==> src/rtl/hash_req_arbiter.sv <==
// Round-robin arbiter feeding one tabulation-hash engine; a tag pipeline routes each
// returned hash back to the requester that issued it as a one-hot result strobe.
module hash_req_arbiter #(
  parameter int NUM_REQ  = 4,
  parameter int HASH_LAT = 2,
  parameter int TUPLE_W  = 104,
  parameter int HASH_W   = 32
) (
  input  logic                       axi_aclk,
  input  logic                       axi_aresetn,
  input  logic [NUM_REQ-1:0]         req_valid,
  input  logic [NUM_REQ*TUPLE_W-1:0] req_tuple,
  output logic [NUM_REQ-1:0]         req_ready,
  input  logic                       arb_en,
  output logic [TUPLE_W-1:0]         eng_tuple,
  output logic                       eng_valid,
  input  logic [HASH_W-1:0]          eng_hash,
  output logic [NUM_REQ-1:0]         res_valid,
  output logic [HASH_W-1:0]          res_hash,
  output logic [31:0]                grant_cnt,
  output logic                       idle
);
  localparam int IDX_W = (NUM_REQ > 1) ? $clog2(NUM_REQ) : 1;

  logic [IDX_W-1:0]               ptr;
  logic [IDX_W-1:0]               gnt_idx;
  logic [IDX_W:0]                 cand_sum;
  logic [IDX_W-1:0]               cand;
  logic                           found;
  logic                           xfer;
  // Stage 0 is the engine issue cycle; stage HASH_LAT lines up with eng_hash.
  logic [HASH_LAT:0]              vld_pipe;
  logic [HASH_LAT:0][IDX_W-1:0]   idx_pipe;

  always_comb begin
    req_ready = '0;
    gnt_idx   = '0;
    found     = 1'b0;
    cand_sum  = '0;
    cand      = '0;
    for (int k = 0; k < NUM_REQ; k++) begin
      cand_sum = {1'b0, ptr} + (IDX_W+1)'(k);
      if (cand_sum >= (IDX_W+1)'(NUM_REQ)) cand_sum = cand_sum - (IDX_W+1)'(NUM_REQ);
      cand = cand_sum[IDX_W-1:0];
      if (!found && arb_en && axi_aresetn && req_valid[cand]) begin
        found          = 1'b1;
        req_ready[cand] = 1'b1;
        gnt_idx        = cand;
      end
    end
  end

  assign xfer      = found;
  assign eng_valid = vld_pipe[0];
  assign idle      = ~|vld_pipe & ~|res_valid;

  always_ff @(posedge axi_aclk or negedge axi_aresetn) begin
    if (!axi_aresetn) begin
      ptr       <= '0;
      vld_pipe  <= '0;
      idx_pipe  <= '0;
      eng_tuple <= '0;
      res_valid <= '0;
      res_hash  <= '0;
      grant_cnt <= '0;
    end else begin
      vld_pipe <= {vld_pipe[HASH_LAT-1:0], xfer};
      idx_pipe <= {idx_pipe[HASH_LAT-1:0], gnt_idx};
      if (xfer) begin
        eng_tuple <= req_tuple[gnt_idx*TUPLE_W +: TUPLE_W];
        grant_cnt <= grant_cnt + 32'd1;
        ptr       <= (gnt_idx == IDX_W'(NUM_REQ-1)) ? '0 : gnt_idx + IDX_W'(1);
      end
      res_valid <= vld_pipe[HASH_LAT] ? (NUM_REQ'(1) << idx_pipe[HASH_LAT]) : '0;
      if (vld_pipe[HASH_LAT]) res_hash <= eng_hash;
    end
  end
endmodule
==> config.mk <==
export PLATFORM = sky130hd
export DESIGN_NAME = hash_req_arbiter
export DESIGN_NICKNAME = d
export VERILOG_FILES = /design/src/rtl/hash_req_arbiter.sv
export SDC_FILE = /design/constraint.sdc
export NUM_CORES = 1
export LEC_CHECK = 0
export BUFFER_PORTS_ARGS = -buffer_cell sky130_fd_sc_hd__buf_2
export CORE_AREA = 4 4 241 243
export CTS_CLUSTER_SIZE = 8
export DETAILED_ROUTE_END_ITERATION = 10
export DIE_AREA = 0 0 245 247
export GPL_ROUTABILITY_DRIVEN = 0
export GPL_TIMING_DRIVEN = 0
export HOLD_SLACK_MARGIN = 0.06
export PLACE_DENSITY = 0.45
export SYNTH_ARGS = -nofsm -noshare
export SYNTH_HDL_FRONTEND = slang
export SYNTH_SLANG_ARGS = --single-unit
==> constraint.sdc <==
create_clock -name axi_aclk -period 4.07 [get_ports axi_aclk]
set_input_delay 0.6105 -clock axi_aclk [delete_from_list [all_inputs] [get_ports axi_aclk]]
set_output_delay 0.6105 -clock axi_aclk [all_outputs]
set_load 0.03 [all_outputs]
==> After elaboration in Yosys (flattened, before gate mapping) <==
Cells that the tools add are included.
Widths: inputs -> output; s select.
{ "op_classes": {"addsub": 9, "multipliers": 1, "n_div": 0, "n_lt_le_gt_ge": 12, "eq_ne": 1, "shifts": 2, "n_mux": 34, "n_bitwise": 4, "reduce_logical": 22} }
{ "op_table": {"columns": ["operator", "n"], "rows": [
  ["$shiftx 416x10->104", 1],
  ["$add 32x1->32 const B", 1],
  ["$mux 4", 5],
  ["$mux 2", 9],
  ["$logic_and 1x1->1", 15],
  ["$lt 2x3->1 const B", 4],
  ["$mux 1", 12],
  ["$or 4x4->4", 3],
  ["$ge 3x3->1 const B", 3],
  ["$bmux 1 s2", 4],
  ["$demux 1 s2", 4],
  ["$ge 2x1->1 const B", 4],
  ["$sub 2x1->2 const B", 4],
  ["$add 2x2->3 const B", 2],
  ["$mul 2x4->6 const B", 1],
  ["$logic_not 1->1", 5],
  ["$reduce_or 4->1", 1],
  ["$shl 1x2->4 const A", 1],
  ["$add 2x1->3 const B", 1],
  ["$ge 2x3->1 const B", 1],
  ["$reduce_or 3->1", 1],
  ["$add 2x1->2 const B", 1],
  ["$eq 2x2->1 const B", 1],
  ["$and 1x1->1", 1]
]} }
{ "totals": {"reg_bits": 183, "latchBits": 0, "mem_bits_rw": 0, "mem_bits_ro": 0, "in_bits": 455, "out_inout_bits": 178, "elab_cells": 94, "memories": 0} }

==> Longest topological paths before layout <==
Gate-level depths: netlist of the first run.
{ "logic_depth": {"word_depth": 23, "mapped_depth": 14, "ltp_nobuf": 9} }

==> Least setup slack after synthesis of the first run <==
No wires, ideal clock.
{ "synth_path": {"path_type": "register -> output", "startpoint": "reg ptr[0]", "endpoint": "out req_ready[0]", "arrival_ps": 2649, "required_time_ps": 3459, "slack_ps": 810, "path_stages_with_launch": 9, "path_buffers": 2, "cell_sequence": "dfrtp_1 > buf_6 > inv_1 > ha_1 > buf_2 > mux4_2 > nor3_1 > o21ai_1 > o21ai_0"} }
{ "synth_between": {"elab_chain_len": 21, "word_cells_on_any_way": 66, "classes_between": "add/sub (7); order compare (12); mux (27); bitwise (3); reduce/logical (17)"} }
{ "synth_rtl": {"columns": ["item", "line_no", "rtl"], "rows": [
  ["from (decl)", "25", "logic [IDX_W-1:0] ptr;"],
  ["from (signal assigned)", "72", "ptr <= (gnt_idx == IDX_W'(NUM_REQ-1)) ? '0 : gnt_idx + IDX_W'(1);"],
  ["branches (longest 20 deep; another with $add 2x1->3)", null, null],
  ["$mux 4 *", "45", "if (!found && arb_en && axi_aresetn && req_valid[cand]) begin"],
  ["to (decl)", "13", "output logic [NUM_REQ-1:0] req_ready,"]
]} }
Every way passes the cells marked *. The select of a mux whose other input is x is not followed.

==> Final worst setup path of the first run <==
{ "layout_path": {"startpoint": "in axi_aresetn", "endpoint": "reg eng_tuple[27]"} }
{ "layout_between": {"elab_chain_len": 20, "word_cells_on_any_way": 24, "classes_between": "mul (1); shift (1); mux (8); reduce/logical (14)"} }
{ "layout_rtl": {"columns": ["item", "line_no", "rtl"], "rows": [
  ["from (decl)", "10", "input logic axi_aresetn,"],
  ["$logic_and 1x1->1 (2 in series)", "45", null],
  ["$mux 1", "45", null],
  ["$logic_not 1->1", "45", null],
  ["$logic_and 1x1->1 (3 in series)", "45", null],
  ["$mux 1", "45", null],
  ["$logic_not 1->1", "45", null],
  ["$logic_and 1x1->1 (3 in series)", "45", null],
  ["$mux 1", "45", null],
  ["$logic_not 1->1", "45", null],
  ["$logic_and 1x1->1 (3 in series)", "45", null],
  ["$mux 2", "45", null],
  ["$mul 2x4->6", "70", "eng_tuple <= req_tuple[gnt_idx*TUPLE_W +: TUPLE_W];"],
  ["$shiftx 416x10->104", "70", null],
  ["to (signal assigned)", "70", null],
  ["to (decl)", "15", "output logic [TUPLE_W-1:0] eng_tuple,"]
]} }
Parallel ways exist; a longest one is shown, timed or not.
A chain may end at the register's enable or synchronous reset.

==> impl_metrics.yaml, run 1 <==
sta:
  grt_setup_unrepaired: "yes"
  hold_viol: 0
  fmax_ghz: 0.255
  worst_slack_ps: 155
  finClkSkew_ps: 13.3
  relSlewSlack: 0.118
  worst_hold_slack_ps: 86.1
  worst_slew_pin_slew_ps: 1320
  min_period_ps: 3920
  setup_violations: 0
  drv_slew: 0
  fin_crit_sh: 0.962
clock_network:
  cts_resized: 5
  clkTransAtPathRegs_ps: 80
  cts_buffer_depth: 2
  cts_tree: "yes"
  htree_levels: 4
  post-cts-setup-buffer-count: 0
  cts_root_buf: "clkbuf_16"
  clock_latency_ps: 490
  clock_sinks: 183
  holdBufCountCts: 0
  numCtsBuffers: 17
grt:
  grt_overflow_total: 0
  first_global_vias: 13400
  antenna_found_initial: 16
  grt_start_max_net_pins: 103
  track_usage: 0.207
  grt_pass1_wl_um: 92000
layout:
  drive_gt1_frac: 0.485
  syn_to_final_growth_pct: 41.4
  fin_nets: 2256
  fin_area_sq_um: 16500
floorplanning:
  die_area_sq_um: 60500
  core_sq_um: 56000
  die_x_um: 245
  fp-row-count: 87
  io_pins: 633
  dieHeight_um: 247
  initial_core_util: 0.208
worst_setup_path:
  cpMostUsedCell: "clkbuf_1"
  cp_max_fo: 85
  path_cells: "buf_8 > clkbuf_1 > clkbuf_1 > clkbuf_1 > and3_1 > a221oi_1 > o31ai_1"
  crit_path_top_delay_cell: "clkbuf_1"
  cp.arrival_ps: 4300
  endpoint_kind: "flip-flop"
  critical_path.max_stage_delay_ps: 1030
  worstPathRequired_ps: 4460
  path_class: "input pin to flip-flop"
  start_kind: "input pin"
power_and_ir_drop:
  p_leak_nw: 8.34
  p_clk_frac: 0.159
  vdd_ir_drop_max_mv: 0.326
  internal_power_w: 0.00528
  p_sw_w: 0.00595
  sw_frac_of_total: 0.530
  p_seq_frac: 0.262
  p_per_area_nw_per_um2: 682
  p_comb_frac: 0.579
  power_w: 0.0112
min_path:
  hold_class: "input pin to asynchronous set/reset pin"
routing:
  wl_met2_um: 32500
  wl_met1_um: 25800
  drt-wirelength-per-cell_um: 25.5
  drt-pass1-iter-count: 5
  totalWireLength_um: 65600
  drtAntennaViolNets: 0
  wl_met3_um: 5380
  top_layer_used: "met5"
  drt_iter0_markers: 718
  drc: 0
  dr_total_vias: 13000
  via_per_inst: 5.05
placed_design:
  placed_area_sq_um: 15800
  io_buffers: 632
  place_ws_ps: -438
  dp_hpwl_um: 52400
logic_synthesis:
  synthDistinctLibCells: 43
  synth_enable_flop_cells: 0
  synth_nets: 1604
  synth_top_family_by_area: "compound AO/OA/AOI/OAI gates"
  synth_warnings: 0
  synth-simple-area-share: 0.181
  synthMuxAreaShare: 0.0440
  ys.flop_type: "dfrtp_1"
  yosysSeqAreaShare: 0.393
  synth-xor-area-share: 0.0248
  synth_compound_area_frac: 0.289
  syn_area_sq_um: 11600
  yosys_register_bits: 183
  synth_fa_ha_area_frac: 0.00537
  synthCells: 1144
  synthArstFlopShare: 1.00
  avgSynthCellArea_sq_um: 10.2
outcome:
  outcome: "completed"
run:
  cap_violations: 0
==> final timing paths <==
check                                endpoint  cells past startpoint         from  slack [ps]
worst max-delay path            eng_tuple[27]                      7  axi_aresetn         150
max in group asynchronous       eng_tuple[87]                      2  axi_aresetn        2940
min in group axi_aclk             idx_pipe[4]                      0  idx_pipe[2]         340
worst min register to register    idx_pipe[4]                      0  idx_pipe[2]         340
worst min-delay path             res_hash[28]                      1  axi_aresetn          90
worst max register to register  eng_tuple[27]                     12       ptr[0]         190
==> worst max-delay path: cells and delay by family <==
family | cells | cell delay, ps
compound gates | 2 | 380
buf+inv | 4 | 2890
simple gates | 1 | 300
==> flip-flops by register name, indices dropped and copies added, names as in the netlist <==
| signal | cells |
|---|---|
| eng_tuple | 104 |
| grant_cnt | 32 |
| idx_pipe | 6 |
| ptr | 2 |
| res_hash | 32 |
| res_valid | 4 |
| vld_pipe | 3 |
==> layer usage <==
| metal | GRT usage | vias up |
|---|---|---|
| met5 | 0 | - |
| met4 | 0.0710 | 14 |
| met3 | 0.0621 | 99 |
| met2 | 0.357 | 647 |
| met1 | 0.246 | 6411 |
| li1 | - | 5830 |
==> cells by family after synthesis <==
kind of cell / Yosys count
AO/OA/AOI/OAI: 328
AND/OR/NAND/NOR: 394
buffers and inverters: 159
adder cells (fa/ha/maj): 5
multiplexers: 42
flip-flops: 183
XOR/XNOR: 33
==> cell type report <==
cell class	instances	area [sq um]
clock buffer	17	425
buffer	145	689
sequential	183	4580
multi-input combinational	802	6370
clock inverter	15	178
tap	756	946
fill	6118	39500
inverter	14	57.6
timing repair buffer	633	3200
antenna	7	17.5
==> power by group through the flow <==
stage	combinational (W)	clock [W]	sequential, W
after global routing	0.00694	0.00192	0.00301
after global placement	0.00649	0	0.00295
after detailed placement	0.00651	0	0.00296
after CTS	0.00653	0.00185	0.00294
final	0.00650	0.00179	0.00294
after floorplan	0.00283	0	0.00420
==> cells in the final DEF, fill, tap and decap left out, drive strengths merged, types with 2 or more instances in the layout <==
| cell | synthesis | final |
|---|---|---|
| buf | 48 | 680 |
| and3 | 212 | 212 |
| a221oi | 212 | 212 |
| dfrtp | 183 | 183 |
| nand2 | 122 | 122 |
| clkbuf | 97 | 115 |
| o31ai | 104 | 104 |
| mux2 | 33 | 33 |
| inv | 13 | 22 |
| nor2 | 18 | 18 |
| xnor2 | 18 | 18 |
| xor2 | 15 | 15 |
| nor3 | 11 | 11 |
| diode | 0 | 7 |
| nand3 | 7 | 7 |
| nand4 | 7 | 7 |
| o21ai | 7 | 7 |
| mux2i | 5 | 5 |
| ha | 5 | 5 |
| clkinv | 1 | 5 |
| mux4 | 4 | 4 |
| and2 | 4 | 4 |
| or4 | 2 | 2 |
| nor4 | 2 | 2 |
| and4 | 2 | 2 |
==> cells in the mapped netlist (2+ instances only) <==
cell type | count | area, sq um
clkbuf_1 | 97 | 364
a221oi_2 | 60 | 901
nand2_1 | 122 | 458
ha_1 | 5 | 62.6
buf_2 | 35 | 175
inv_1 | 13 | 48.8
nand4_1 | 7 | 43.8
nor4_1 | 2 | 12.5
and2_1 | 4 | 25.0
and4_1 | 2 | 17.5
dfrtp_1 | 183 | 4580
mux2i_1 | 5 | 50.1
nand3_1 | 7 | 35.0
and3_1 | 212 | 1330
buf_4 | 2 | 15.0
o21ai_0 | 5 | 25.0
buf_1 | 2 | 7.51
xnor2_1 | 18 | 158
o31ai_1 | 54 | 405
mux4_2 | 4 | 90.1
o21ai_1 | 2 | 10.0
nor3_1 | 11 | 55.1
buf_6 | 8 | 90.1
mux2_2 | 33 | 372
nor2_1 | 18 | 67.6
o31ai_2 | 50 | 626
or4_1 | 2 | 15.0
a221oi_1 | 152 | 1330
xor2_1 | 15 | 131
==> through the flow <==
stage	std cells	setup TNS, ps	utilization
floorplan	1144	0	-
global placement	2532	-592420	0.282
CTS	2565	0	0.293
detailed placement	2533	-18760	0.282
global route	2567	-103	0.294
finish	2572	0	0.294
(Power assumes the default switching activity.)
==> run 2, diff against run 1 <==
Clock period 4.07 ns to 4.04 ns, I/O delays scaled along.
==> impl_metrics.yaml, run 2 (synthesis results as in run 1) <==
routing:
  drt-pass1-iter-count: 5
  drt_iter0_markers: 718
  drtAntennaViolNets: 0
  dr_total_vias: 13000
  totalWireLength_um: 65600
  via_per_inst: 5.05
  drt-wirelength-per-cell_um: 25.5
  drc: 0
grt:
  grt_start_max_net_pins: 103
  first_global_vias: 13400
  track_usage: 0.207
  grt_overflow_total: 0
  grt_pass1_wl_um: 92000
  antenna_found_initial: 16
layout:
  regMostFlops: "eng_tuple"
  final_common_cell: "buf_2"
  fin_nets: 2256
  syn_to_final_growth_pct: 41.4
  instances_no_fill: 2572
  fin_area_sq_um: 16500
  largest_reg_flops: 104
  final_cell_mix: "buf_2 (663), and3_1 (212), dfrtp_1 (183), a221oi_1 (149), nand2_1 (122)"
  top_regs: "eng_tuple x104, grant_cnt x32, res_hash x32"
  drive_gt1_frac: 0.485
worst_setup_path:
  critPathTopFamily: "buffers and inverters"
  cpMostUsedCell: "clkbuf_1"
  path_class: "input pin to flip-flop"
  endpoint_kind: "flip-flop"
  start_kind: "input pin"
  crit_path_top_delay_cell: "clkbuf_1"
  critical_path.max_stage_delay_ps: 1030
  cp.arrival_ps: 4300
  path_cells: "buf_8 > clkbuf_1 > clkbuf_1 > clkbuf_1 > and3_1 > a221oi_1 > o31ai_1"
  cp.buffers_inverters: 4
  worstPathRequired_ps: 4430
  cp_max_fo: 85
floorplanning:
  die_x_um: 245
  fp-row-count: 87
  initial_core_util: 0.208
  die_area_sq_um: 60500
  core_sq_um: 56000
  dieHeight_um: 247
  io_pins: 633
placed_design:
  io_buffers: 632
  place_ws_ps: -464
  dp_hpwl_um: 52400
  placed_area_sq_um: 15800
  place_inst: 2533
min_path:
  hold_class: "input pin to asynchronous set/reset pin"
clock_network:
  clock_latency_ps: 490
  cts_buffer_depth: 2
  cts_tree: "yes"
  post-cts-setup-buffer-count: 0
  clock_sinks: 183
  cts_root_buf: "clkbuf_16"
  holdBufCountCts: 0
  htree_levels: 4
  clkTransAtPathRegs_ps: 80
  numCtsBuffers: 17
sta:
  worst_hold_slack_ps: 81.5
  finClkSkew_ps: 13.0
  fin_crit_sh: 0.968
  worst_slew_pin_slew_ps: 1320
  worst_slack_ps: 129
  drv_slew: 0
  setup_violations: 0
  min_period_ps: 3910
  fmax_ghz: 0.256
  relSlewSlack: 0.118
  hold_viol: 0
run:
  cap_violations: 0
power_and_ir_drop:
  vdd_ir_drop_max_mv: 0.329
  p_per_area_nw_per_um2: 687
  p_leak_nw: 8.35
outcome:
  outcome: "completed"
[run 2: cell count changes in the layout (fill, tap and decap cells not counted)]
cell      change
buf_2         -2
clkbuf_1      -1
clkbuf_2      +1
clkbuf_4      +2
[run 2: worst paths after layout]
| check | startpoint | endpoint | slack [ps] | depth (start not counted) |
|---|---|---|---|---|
| min reg2reg | idx_pipe[2] | idx_pipe[4] | 340 | 0 |
| max in group asynchronous | axi_aresetn | eng_tuple[87] | 2920 | 2 |
| max | axi_aresetn | eng_tuple[27] | 130 | 7 |
| min in group axi_aclk | idx_pipe[2] | idx_pipe[4] | 340 | 0 |
| min | axi_aresetn | res_hash[28] | 80 | 1 |
| max reg2reg | ptr[0] | eng_tuple[27] | 160 | 12 |
[run 2: layer usage]
metal / GRT usage / routed length, um / vias up
met3: 0.0621 / 5380 / 99
met2: 0.357 / 32500 / 647
li1: - / - / 5831
met4: 0.0710 / 1840 / 14
met1: 0.246 / 25800 / 6404
met5: 0 / 84 / -
[run 2: what timing repair did]
action,4_1_cts,5_1_grt
setup endpoints to repair,103,77
gates cloned,0,0
resized for setup,5,31
[run 2: cell type report]
cell class,instances,area (sq um)
Antenna cell,7,17.5
Fill cell,6117,39500
Clock inverter,15,178
Timing Repair Buffer,633,3200
Multi-Input combinational cell,802,6370
Clock buffer,17,425
Inverter,14,57.6
Tap cell,756,946
Sequential cell,183,4580
Buffer,145,696
[run 2: report_power, final]
| part | internal [W] | switching [W] |
|---|---|---|
| sequential | 0.00252 | 0.000445 |
| combinational | 0.00192 | 0.00464 |
| clock | 0.000890 | 0.000911 |
| total | 0.00532 | 0.00599 |
[run 2: per-stage QoR]
step / setup TNS [ps] / power [W] / util
floorplan: 0 / 0.00708 / -
global placement: -600770 / 0.00950 / 0.282
detailed placement: -21700 / 0.00954 / 0.282
CTS: 0 / 0.0114 / 0.293
global route: -21.1 / 0.0120 / 0.294
finish: 0 / 0.0113 / 0.294
[run 2: worst register-to-register path: stages, from the launching register on]
cell and delay (ps):
dfrtp_1 400, buf_6 170, inv_1 110, ha_1 290, buf_2 190, mux4_2 640
o211a_1 270, or2_1 220, clkbuf_4 250, buf_4 310, buf_2 280, a221oi_1 490
o31ai_1 120
